--- config.mk ---
export PLATFORM = sky130hd
export DESIGN_NAME = dnn_aggr
export DESIGN_NICKNAME = d
export VERILOG_FILES = /design/src/rtl/defines_pkg.sv /design/src/rtl/dnn_aggr_add4.sv /design/src/rtl/dnn_aggr.sv
export SDC_FILE = /design/constraint.sdc
export NUM_CORES = 1
export LEC_CHECK = 0
export CELL_PAD_IN_SITES_DETAIL_PLACEMENT = 0
export CELL_PAD_IN_SITES_GLOBAL_PLACEMENT = 1
export CORE_ASPECT_RATIO = 1.1
export CORE_MARGIN = 2
export CORE_UTILIZATION = 34
export DETAILED_ROUTE_END_ITERATION = 10
export PLACE_DENSITY = 0.84
export SLEW_MARGIN = 5
export SYNTH_ARGS = -nofsm -noshare
export SYNTH_HDL_FRONTEND = slang
export SYNTH_SLANG_ARGS = --single-unit
export TNS_END_PERCENT = 30
--- constraint.sdc ---
create_clock -name clk -period 3.7 [get_ports clk]
set_input_delay 0.555 -clock clk [delete_from_list [all_inputs] [get_ports clk]]
set_output_delay 0.555 -clock clk [all_outputs]
set_load 0.005 [all_outputs]
--- src/rtl/defines_pkg.sv ---
// Shared types and widths for the dnn aggregation stage.
package defines_pkg;

    localparam int Y_W    = 13;
    localparam int AGGR_W = 15;

    typedef enum logic [2:0] {
        IDLE,
        L1_S0,
        XCHG_S0,
        L1_S1,
        XCHG_S1,
        FINAL_OUT,
        DONE
    } dnn_state_t;

    function automatic logic signed [AGGR_W-1:0] sext(input logic signed [Y_W-1:0] v);
        return {{(AGGR_W-Y_W){v[Y_W-1]}}, v};
    endfunction

endpackage

--- src/rtl/dnn_aggr_add4.sv ---
// Four parallel sign-extending 13+13->15 bit adders.
module dnn_aggr_add4
    import defines_pkg::*;
(
    input  logic signed [Y_W-1:0]    a0,
    input  logic signed [Y_W-1:0]    a1,
    input  logic signed [Y_W-1:0]    a2,
    input  logic signed [Y_W-1:0]    a3,
    input  logic signed [Y_W-1:0]    b0,
    input  logic signed [Y_W-1:0]    b1,
    input  logic signed [Y_W-1:0]    b2,
    input  logic signed [Y_W-1:0]    b3,
    output logic signed [AGGR_W-1:0] s0,
    output logic signed [AGGR_W-1:0] s1,
    output logic signed [AGGR_W-1:0] s2,
    output logic signed [AGGR_W-1:0] s3
);

    always_comb begin
        s0 = sext(a0) + sext(b0);
        s1 = sext(a1) + sext(b1);
        s2 = sext(a2) + sext(b2);
        s3 = sext(a3) + sext(b3);
    end

endmodule

--- src/rtl/dnn_aggr.sv ---
// Two-sample hidden-layer aggregation with a peer node.
// Optional peer-exchange timeout enabled by DNN_AGGR_TIMEOUT_EN.
module dnn_aggr
    import defines_pkg::*;
#(
    parameter int PEER_TIMEOUT = 255
) (
    input  logic                     clk,
    input  logic                     rst_n,
    input  logic                     start,
    input  logic signed [Y_W-1:0]    y4_relu,
    input  logic signed [Y_W-1:0]    y5_relu,
    input  logic signed [Y_W-1:0]    y6_relu,
    input  logic signed [Y_W-1:0]    y7_relu,
    input  logic                     peer_valid,
    input  logic signed [Y_W-1:0]    peer_y4,
    input  logic signed [Y_W-1:0]    peer_y5,
    input  logic signed [Y_W-1:0]    peer_y6,
    input  logic signed [Y_W-1:0]    peer_y7,
    input  logic                     out0_ready,
    input  logic                     out1_ready,
    output logic                     peer_ready,
    output logic                     sample_sel,
    output dnn_state_t               dnn_state,
    output logic signed [AGGR_W-1:0] y4_n0_aggr,
    output logic signed [AGGR_W-1:0] y5_n0_aggr,
    output logic signed [AGGR_W-1:0] y6_n0_aggr,
    output logic signed [AGGR_W-1:0] y7_n0_aggr,
    output logic signed [AGGR_W-1:0] y4_n1_aggr,
    output logic signed [AGGR_W-1:0] y5_n1_aggr,
    output logic signed [AGGR_W-1:0] y6_n1_aggr,
    output logic signed [AGGR_W-1:0] y7_n1_aggr,
    output logic                     busy,
    output logic                     done,
    output logic                     timeout_err
);

    dnn_state_t state_q, state_d;
    logic       l1_cnt_q;
    logic       capture;
    logic       in_xchg;
    logic       xfer;
    logic       to_fire;
    logic       advance;

    logic signed [Y_W-1:0]    loc_q     [4];
    logic signed [Y_W-1:0]    peer_op   [4];
    logic signed [AGGR_W-1:0] sum       [4];
    logic signed [AGGR_W-1:0] aggr_n0_q [4];
    logic signed [AGGR_W-1:0] aggr_n1_q [4];

    assign in_xchg = (state_q == XCHG_S0) || (state_q == XCHG_S1);
    assign xfer    = in_xchg && peer_valid;
    assign advance = xfer || to_fire;

`ifdef DNN_AGGR_TIMEOUT_EN
    localparam int TO_W = (PEER_TIMEOUT > 1) ? $clog2(PEER_TIMEOUT) : 1;

    logic [TO_W-1:0] to_cnt_q;
    logic            to_err_q;

    assign to_fire     = in_xchg && !peer_valid && (to_cnt_q == TO_W'(PEER_TIMEOUT - 1));
    assign timeout_err = to_err_q;

    always_ff @(posedge clk or negedge rst_n) begin
        if (!rst_n) begin
            to_cnt_q <= '0;
            to_err_q <= 1'b0;
        end else begin
            to_cnt_q <= (in_xchg && !advance) ? to_cnt_q + 1'b1 : '0;
            if (state_q == IDLE && start)
                to_err_q <= 1'b0;
            else if (to_fire)
                to_err_q <= 1'b1;
        end
    end
`else
    assign to_fire     = 1'b0;
    assign timeout_err = 1'b0;
`endif

    // A timed-out exchange adds zero so the aggregate keeps the local value only.
    always_comb begin
        peer_op[0] = xfer ? peer_y4 : '0;
        peer_op[1] = xfer ? peer_y5 : '0;
        peer_op[2] = xfer ? peer_y6 : '0;
        peer_op[3] = xfer ? peer_y7 : '0;
    end

    dnn_aggr_add4 u_add4 (
        .a0 (loc_q[0]),   .a1 (loc_q[1]),   .a2 (loc_q[2]),   .a3 (loc_q[3]),
        .b0 (peer_op[0]), .b1 (peer_op[1]), .b2 (peer_op[2]), .b3 (peer_op[3]),
        .s0 (sum[0]),     .s1 (sum[1]),     .s2 (sum[2]),     .s3 (sum[3])
    );

    always_comb begin
        state_d = state_q;
        capture = 1'b0;
        case (state_q)
            IDLE:      if (start) state_d = L1_S0;
            L1_S0:     if (l1_cnt_q) begin capture = 1'b1; state_d = XCHG_S0; end
            XCHG_S0:   if (advance) state_d = L1_S1;
            L1_S1:     if (l1_cnt_q) begin capture = 1'b1; state_d = XCHG_S1; end
            XCHG_S1:   if (advance) state_d = FINAL_OUT;
            FINAL_OUT: if (out0_ready && out1_ready) state_d = DONE;
            DONE:      state_d = IDLE;
            default:   state_d = IDLE;
        endcase
    end

    always_ff @(posedge clk or negedge rst_n) begin
        if (!rst_n) begin
            state_q   <= IDLE;
            l1_cnt_q  <= 1'b0;
            loc_q     <= '{default: '0};
            aggr_n0_q <= '{default: '0};
            aggr_n1_q <= '{default: '0};
        end else begin
            state_q  <= state_d;
            l1_cnt_q <= ((state_q == L1_S0) || (state_q == L1_S1)) ? ~l1_cnt_q : 1'b0;
            if (capture) begin
                loc_q[0] <= y4_relu;
                loc_q[1] <= y5_relu;
                loc_q[2] <= y6_relu;
                loc_q[3] <= y7_relu;
            end
            if (state_q == IDLE && start) begin
                aggr_n0_q <= '{default: '0};
                aggr_n1_q <= '{default: '0};
            end else if (advance && state_q == XCHG_S0) begin
                aggr_n0_q <= sum;
            end else if (advance && state_q == XCHG_S1) begin
                aggr_n1_q <= sum;
            end
        end
    end

    assign dnn_state  = state_q;
    assign busy       = (state_q != IDLE);
    assign done       = (state_q == DONE);
    assign peer_ready = in_xchg;
    assign sample_sel = (state_q == L1_S1) || (state_q == XCHG_S1);

    assign y4_n0_aggr = aggr_n0_q[0];
    assign y5_n0_aggr = aggr_n0_q[1];
    assign y6_n0_aggr = aggr_n0_q[2];
    assign y7_n0_aggr = aggr_n0_q[3];
    assign y4_n1_aggr = aggr_n1_q[0];
    assign y5_n1_aggr = aggr_n1_q[1];
    assign y6_n1_aggr = aggr_n1_q[2];
    assign y7_n1_aggr = aggr_n1_q[3];

endmodule
# [After elaboration in Yosys (flattened, before gate mapping)]
# Cells that the tools add are included.
[totals] regBits=176 in_bits=110 out_inout_bits=128 wordCells=66
[classes] addsub=4 n_eq_ne=13 muxes=19 n_bitwise=1 reduce_logical=15
[op_table] op="2-to-1 mux 60 bit" count=5
[op_table] op="adder 13 x 13 -> 14 bit" count=4
[op_table] op="2-to-1 mux 13 bit" count=4
[op_table] op="2-to-1 mux 3 bit" count=6
[op_table] op="one-hot mux 3 bit (6 select lines)" count=1
[op_table] op="inequality test 2 bit (second input constant)" count=7
[op_table] op="== test 3 bit (second input constant)" count=3
[op_table] op="== test 3 x 2 -> 1 bit (second input constant)" count=2
[op_table] op="AND reduction 6 bit" count=1
[op_table] op="logical AND 1 bit" count=5
[op_table] op="nonzero test 2 bit" count=2
[op_table] op="== test 3 x 1 -> 1 bit (second input constant)" count=1
[op_table] op="zero test 3 bit" count=1
[op_table] op="logical OR 1 bit" count=3
[op_table] op="2-to-1 mux 1 bit" count=3
[op_table] op="nonzero test 3 bit" count=1
[op_table] op="AND reduction 2 bit" count=1
[op_table] op="OR reduction 2 bit" count=1
[op_table] op="NOT 1 bit" count=1

# [Logic depth before layout (Yosys ltp)]
[depth] ltp_word=8 mapped_depth=19 ltp_nobuf=15

# [Cells and area by module]
# A second synthesis with hierarchy kept.
[unflattened] hier_cells=1042 area_unflattened_um2=9809.4
[modules_own_cells] mod="dnn_aggr" n_inst=1 cells_per_inst=726 area_per_inst_um2=7390.8 seq_area_each_um2=4404.2
[modules_own_cells] mod="dnn_aggr_add4" n_inst=1 cells_per_inst=316 area_per_inst_um2=2418.6 seq_area_each_um2=0.0

# [Worst setup path after synthesis]
# OpenSTA, ideal clock, no wires.
[synth_timing] path_kind="flip-flop to flip-flop" from="register state_q[1] (netlist: dnn_state[1])" to="register aggr_n0_q, in the netlist y4_n0_aggr[12]" setup_time_ns=0.069 t_arrival_ns=3.568 required_time_ns=3.631 setup_slack_ns=0.064 path_stages_with_launch=20 n_path_buf=4 synth_period_minus_slack_ns=3.636 cell_sequence="dfrtp_1 -> buf_4 -> mux2i_1 -> or3_1 -> buf_2 -> nand2b_4 -> buf_6 -> nand2_2 -> clkbuf_2 -> and2_1 -> ha_1 -> inv_1 -> fa_1 -> nand2b_1 -> a21o_1 -> a31oi_2 -> and4_1 -> o21ai_0 -> or3_1 -> nand3_1"
[synth_between] elab_chain_len=7 word_cells_on_any_way=12 cone_classes="add/sub: 1; eq/ne: 2; mux: 3; reduce/logical: 6"
[synth_lines] element="start, declared" line="dnn_aggr.sv:38" rtl="dnn_state_t state_q, state_d;"
[synth_lines] element="start signal, assigned" line="dnn_aggr.sv:119" rtl="state_q <= state_d;"
[synth_lines] element="== test 3 x 2 -> 1 bit or == test 3 bit (tied branches)" line="dnn_aggr.sv:52, dnn_aggr.sv:130"
[synth_lines] element="logical OR 1 bit" line="dnn_aggr.sv:52" rtl="assign in_xchg = (state_q == XCHG_S0) || (state_q == XCHG_S1);"
[synth_lines] element="logical AND 1 bit" line="dnn_aggr.sv:53" rtl="assign xfer = in_xchg && peer_valid;"
[synth_lines] element="2-to-1 mux 13 bit" line="dnn_aggr.sv:84" rtl="peer_op[0] = xfer ? peer_y4 : '0;"
[synth_lines] element="adder 13 x 13 -> 14 bit" line="dnn_aggr_add4.sv:20" rtl="s0 = sext(a0) + sext(b0);"
[synth_lines] element="2-to-1 mux 60 bit" line="dnn_aggr.sv:130" rtl="end else if (advance && state_q == XCHG_S0) begin"
[synth_lines] element="2-to-1 mux 60 bit" line="dnn_aggr.sv:127" rtl="if (state_q == IDLE && start) begin"
[synth_lines] element="end signal, assigned" line="dnn_aggr.sv:131" rtl="aggr_n0_q <= sum;"
[synth_lines] element="end, declared" line="dnn_aggr.sv:49" rtl="logic signed [AGGR_W-1:0] aggr_n0_q [4];"
# Several ways; a longest one is shown, not always the timed one. The select of a mux whose other input is x is not followed.
# A chain may end at the register's enable or synchronous reset.

# [Worst setup path after layout]
[layout_timing] from="input start" to="register aggr_n0_q, in the netlist y4_n0_aggr[12]"
[layout_between] elab_chain_len=2 word_cells_on_any_way=3 cone_classes="mux: 1; reduce/logical: 2"
[layout_lines] element="start, declared" line="dnn_aggr.sv:10" rtl="input logic start,"
[layout_lines] element="logical AND 1 bit (*)" line="dnn_aggr.sv:127"
[layout_lines] element="2-to-1 mux 60 bit or nonzero test 2 bit (tied branches)"
# Every way passes the cells marked *; elsewhere a longest branch is shown, timed or not.

==> impl_metrics.yaml <==
yosys:
  ys.flop_type: "dfrtp_1"
  synth_top_area_cell: "dfrtp_1"
  synth_area_sq_mm: 0.009061
  async_flop_share_pct: 100.0
  synth_area_leaders: "dfrtp_1 46%, ha_1 7.2%, mux2_2 6.6%, a21oi_1 5.9%, nand2_1 5.7%"
  synth-edff-count: 0
  synth_top_area_share_pct: 46.40
  synth_cell_type_count: 56
  seq_area_frac_synth_pct: 46.40
  synth_area_per_cell_sq_um: 9.881
  synth_cells: 917
  synth_warnings: 0
  synth_seq_cells: 168
  synth_nets: 1083
grt:
  grtUsageTotal_pct: 19.02
  antenna_found_initial: 3
  grt_pass1_vias: 7743
  grt_max_degree: 87
  overflow: 0
  grt_pass1_wl_mm: 41.86
floorplanning:
  die-area_sq_mm: 0.02797
  core_area_sq_mm: 0.02614
  die_x_um: 159.7
  start_util_pct: 34.66
  pin_count: 238
  row_count: 62
  die_y_um: 175.2
worst_setup_path:
  crit_buf_inv: 2
  crit_start: "start"
  crit_path_start_kind: "input pin"
  critical_path_class: "input pin to register"
  crit_path_max_incr_delay_ns: 0.49
  path_cells: "clkdlybuf4s50_1 > mux2i_1 > or3_1 > nand2b_4 > nand2_4 > and2_1 > ha_1 > inv_1 > fa_1 > nand2b_1 > a21o_1 > a31oi_2 > and4_1 > o21ai_0 > or3_1 > nand3_1"
  end_kind: "register"
  path_max_fanout: 5
  crit_path_frequent_cell: "or3_1"
  cp_data_arrival_time_ns: 3.79
  r2r_cells: 14
  crit_required_ns: 4.06
  worst-path-stages: 16
  slowest_stage: "clkdlybuf4s50_1"
  r2r_start: "dnn_state[1]"
  critical-path-top-delay-family: "simple AND/OR/NAND/NOR gates"
timing:
  slew_headroom_pct: 45.28
  slew_violations: 0
  tightestPinTransition_ns: 0.8209
  hold_viol_final: 0
  rsz0062_at_grt: "no"
  period_needed_ns: 3.434
  setup_viol: 0
  skew_ns: 0.01168
  timing.fmax_ghz: 0.2912
  finalCritPeriodShare_pct: 92.82
run_status:
  status: "complete, no violations"
pwr:
  ir_worst_vdd_uv: 333.0
  p_leak_nw: 5.591
  power_density_mw_per_mm2: 840.9
cells_and_area:
  instances_no_fill: 1538
  fillCellCount: 2480
  syn2layout_area_growth_pct: 39.57
  nets: 1336
  drive_gt1_share_pct: 12.51
  postLayoutCoreUtil_pct: 48.38
  final_cell_mix: "235 x clkdlybuf4s50_1, 168 x dfrtp_1, 138 x nand2_1"
  final_common_cell: "clkdlybuf4s50_1"
drt:
  vias: 7603
  wirelength_mm: 26.45
  post_drt_wl_per_cell_um: 17.20
  drc: 0
  drt_iter0_markers: 379
  antenna_left: 0
  first_pass_iters: 4
  vias_per_cell: 4.943
clock_tree:
  cts_setup_buffers: 0
  hold_buffers: 0
  cts_root_buf: "clkbuf_16"
  clk_path_buf_depth: 2
  cts_tree: "built"
  htree_levels: 4
  path_clk_slew_ns: 0.07
  numCtsBuffers: 17
  clock_sinks: 168
  insertion_delay_ns: 0.42
hold_path:
  hold_class: "input pin to async pin"
job:
  maxCapViolCount: 0
placed_design:
  gp_congestion: 0.8389
  port_buffers: 236
  dp_hpwl_mm: 19.20
  placedCellCount: 1503
[metrics by stage]
stage	worst slack, ns	hold slack (ns)	cell area (sq um)	TNS [ns]	total power, mW
floorplan	0.06382	0.2594	9061	0	6.395
global placement	-0.1176	0.4666	12050	-0.8164	8.825
detailed placement	-0.1556	0.4729	12050	-2.220	8.898
CTS	0.2469	0.2279	12630	0	10.74
global route	0.01274	0.2494	12640	0	11.46
finish	0.2658	0.1876	12650	0	10.64
[kinds of logic (layout without fill, tap and decap cells)]
kind of cell,Yosys count,after routing,synth area share (%)
DFF,168,168,46.40
buffers and inverters,68,334,3.673
adders and majority gates,56,56,8.064
other,1,4,0.04139
xor gates and xnor gates,41,41,3.963
muxes,57,57,7.028
AOI/OAI and AO/OA,236,236,15.67
and+or+nand+nor,290,290,15.16
[registers in the layout (all words and copies together) (netlist names)]
signal and cells:
y5_n1_aggr 14, l1_cnt_q 1, loc_q 52, y7_n1_aggr 14, y4_n1_aggr 14, y5_n0_aggr 14
y7_n0_aggr 14, y6_n1_aggr 14, y6_n0_aggr 14, dnn_state 3, y4_n0_aggr 14
[metal layers]
metal / track usage, % / wire length, um / vias to the layer above
met2: 31.60 / 12500 / 190
met5: 0 / 0 / -
met1: 24.95 / 12160 / 3688
met4: 5.947 / 546 / 0
met3: 3.893 / 1245 / 22
li1: - / - / 3703
[final timing paths]
| path | to | slack [ns] |
|---|---|---|
| min reg2reg | y5_n0_aggr[4] | 0.49 |
| max reg2reg | y6_n0_aggr[12] | 0.28 |
| min in group clk | y5_n0_aggr[4] | 0.49 |
| min | loc_q[3] | 0.19 |
| max | y4_n0_aggr[12] | 0.27 |
| max in group asynchronous | loc_q[21] | 2.64 |
[cell usage after synthesis, types with 3 or more instances]
cell,n
nor2_1,36
buf_4,11
and2_1,53
fa_1,4
buf_2,12
o211ai_1,4
nor2b_1,5
a21oi_1,107
nand2_1,138
clkbuf_1,22
xnor2_1,31
mux2_2,53
xor2_1,10
o21a_1,7
clkbuf_2,5
a21o_1,16
a31oi_1,5
ha_1,52
o21ai_0,47
o21bai_1,3
or3_1,4
buf_1,5
nand2b_1,9
nor3_1,5
o31ai_1,3
nand3_1,19
nand4_1,7
a211oi_1,15
inv_1,11
dfrtp_1,168
mux2i_1,4
a221oi_1,3
nor3b_1,3
a22o_1,15
[what timing repair did]
item / in CTS / in global routing
resized for setup: 0 / 1
endpoints found under the setup margin: 0 / 6
hold endpoints to repair: 0 / 0
[cell type report]
class	instances	area, sq um	share of cell area, %
multi-input combinational	681	4542	35.91
timing repair buffer	291	2826	22.35
clock inverter	10	121.4	0.9596
sequential	168	4204	33.24
clock buffer	22	464.2	3.670
inverter	11	41.29	0.3265
antenna	3	7.507	0.05936
tap	352	440.4	3.482
[power breakdown]
group	internal, mW	switching (mW)	total (mW)
sequential	2.62	0.519	3.14
clock	1.04	0.760	1.80
combinational	2.98	2.73	5.70
total	6.63	4.01	10.6
No activity file was read; power rests on OpenSTA's default activity.
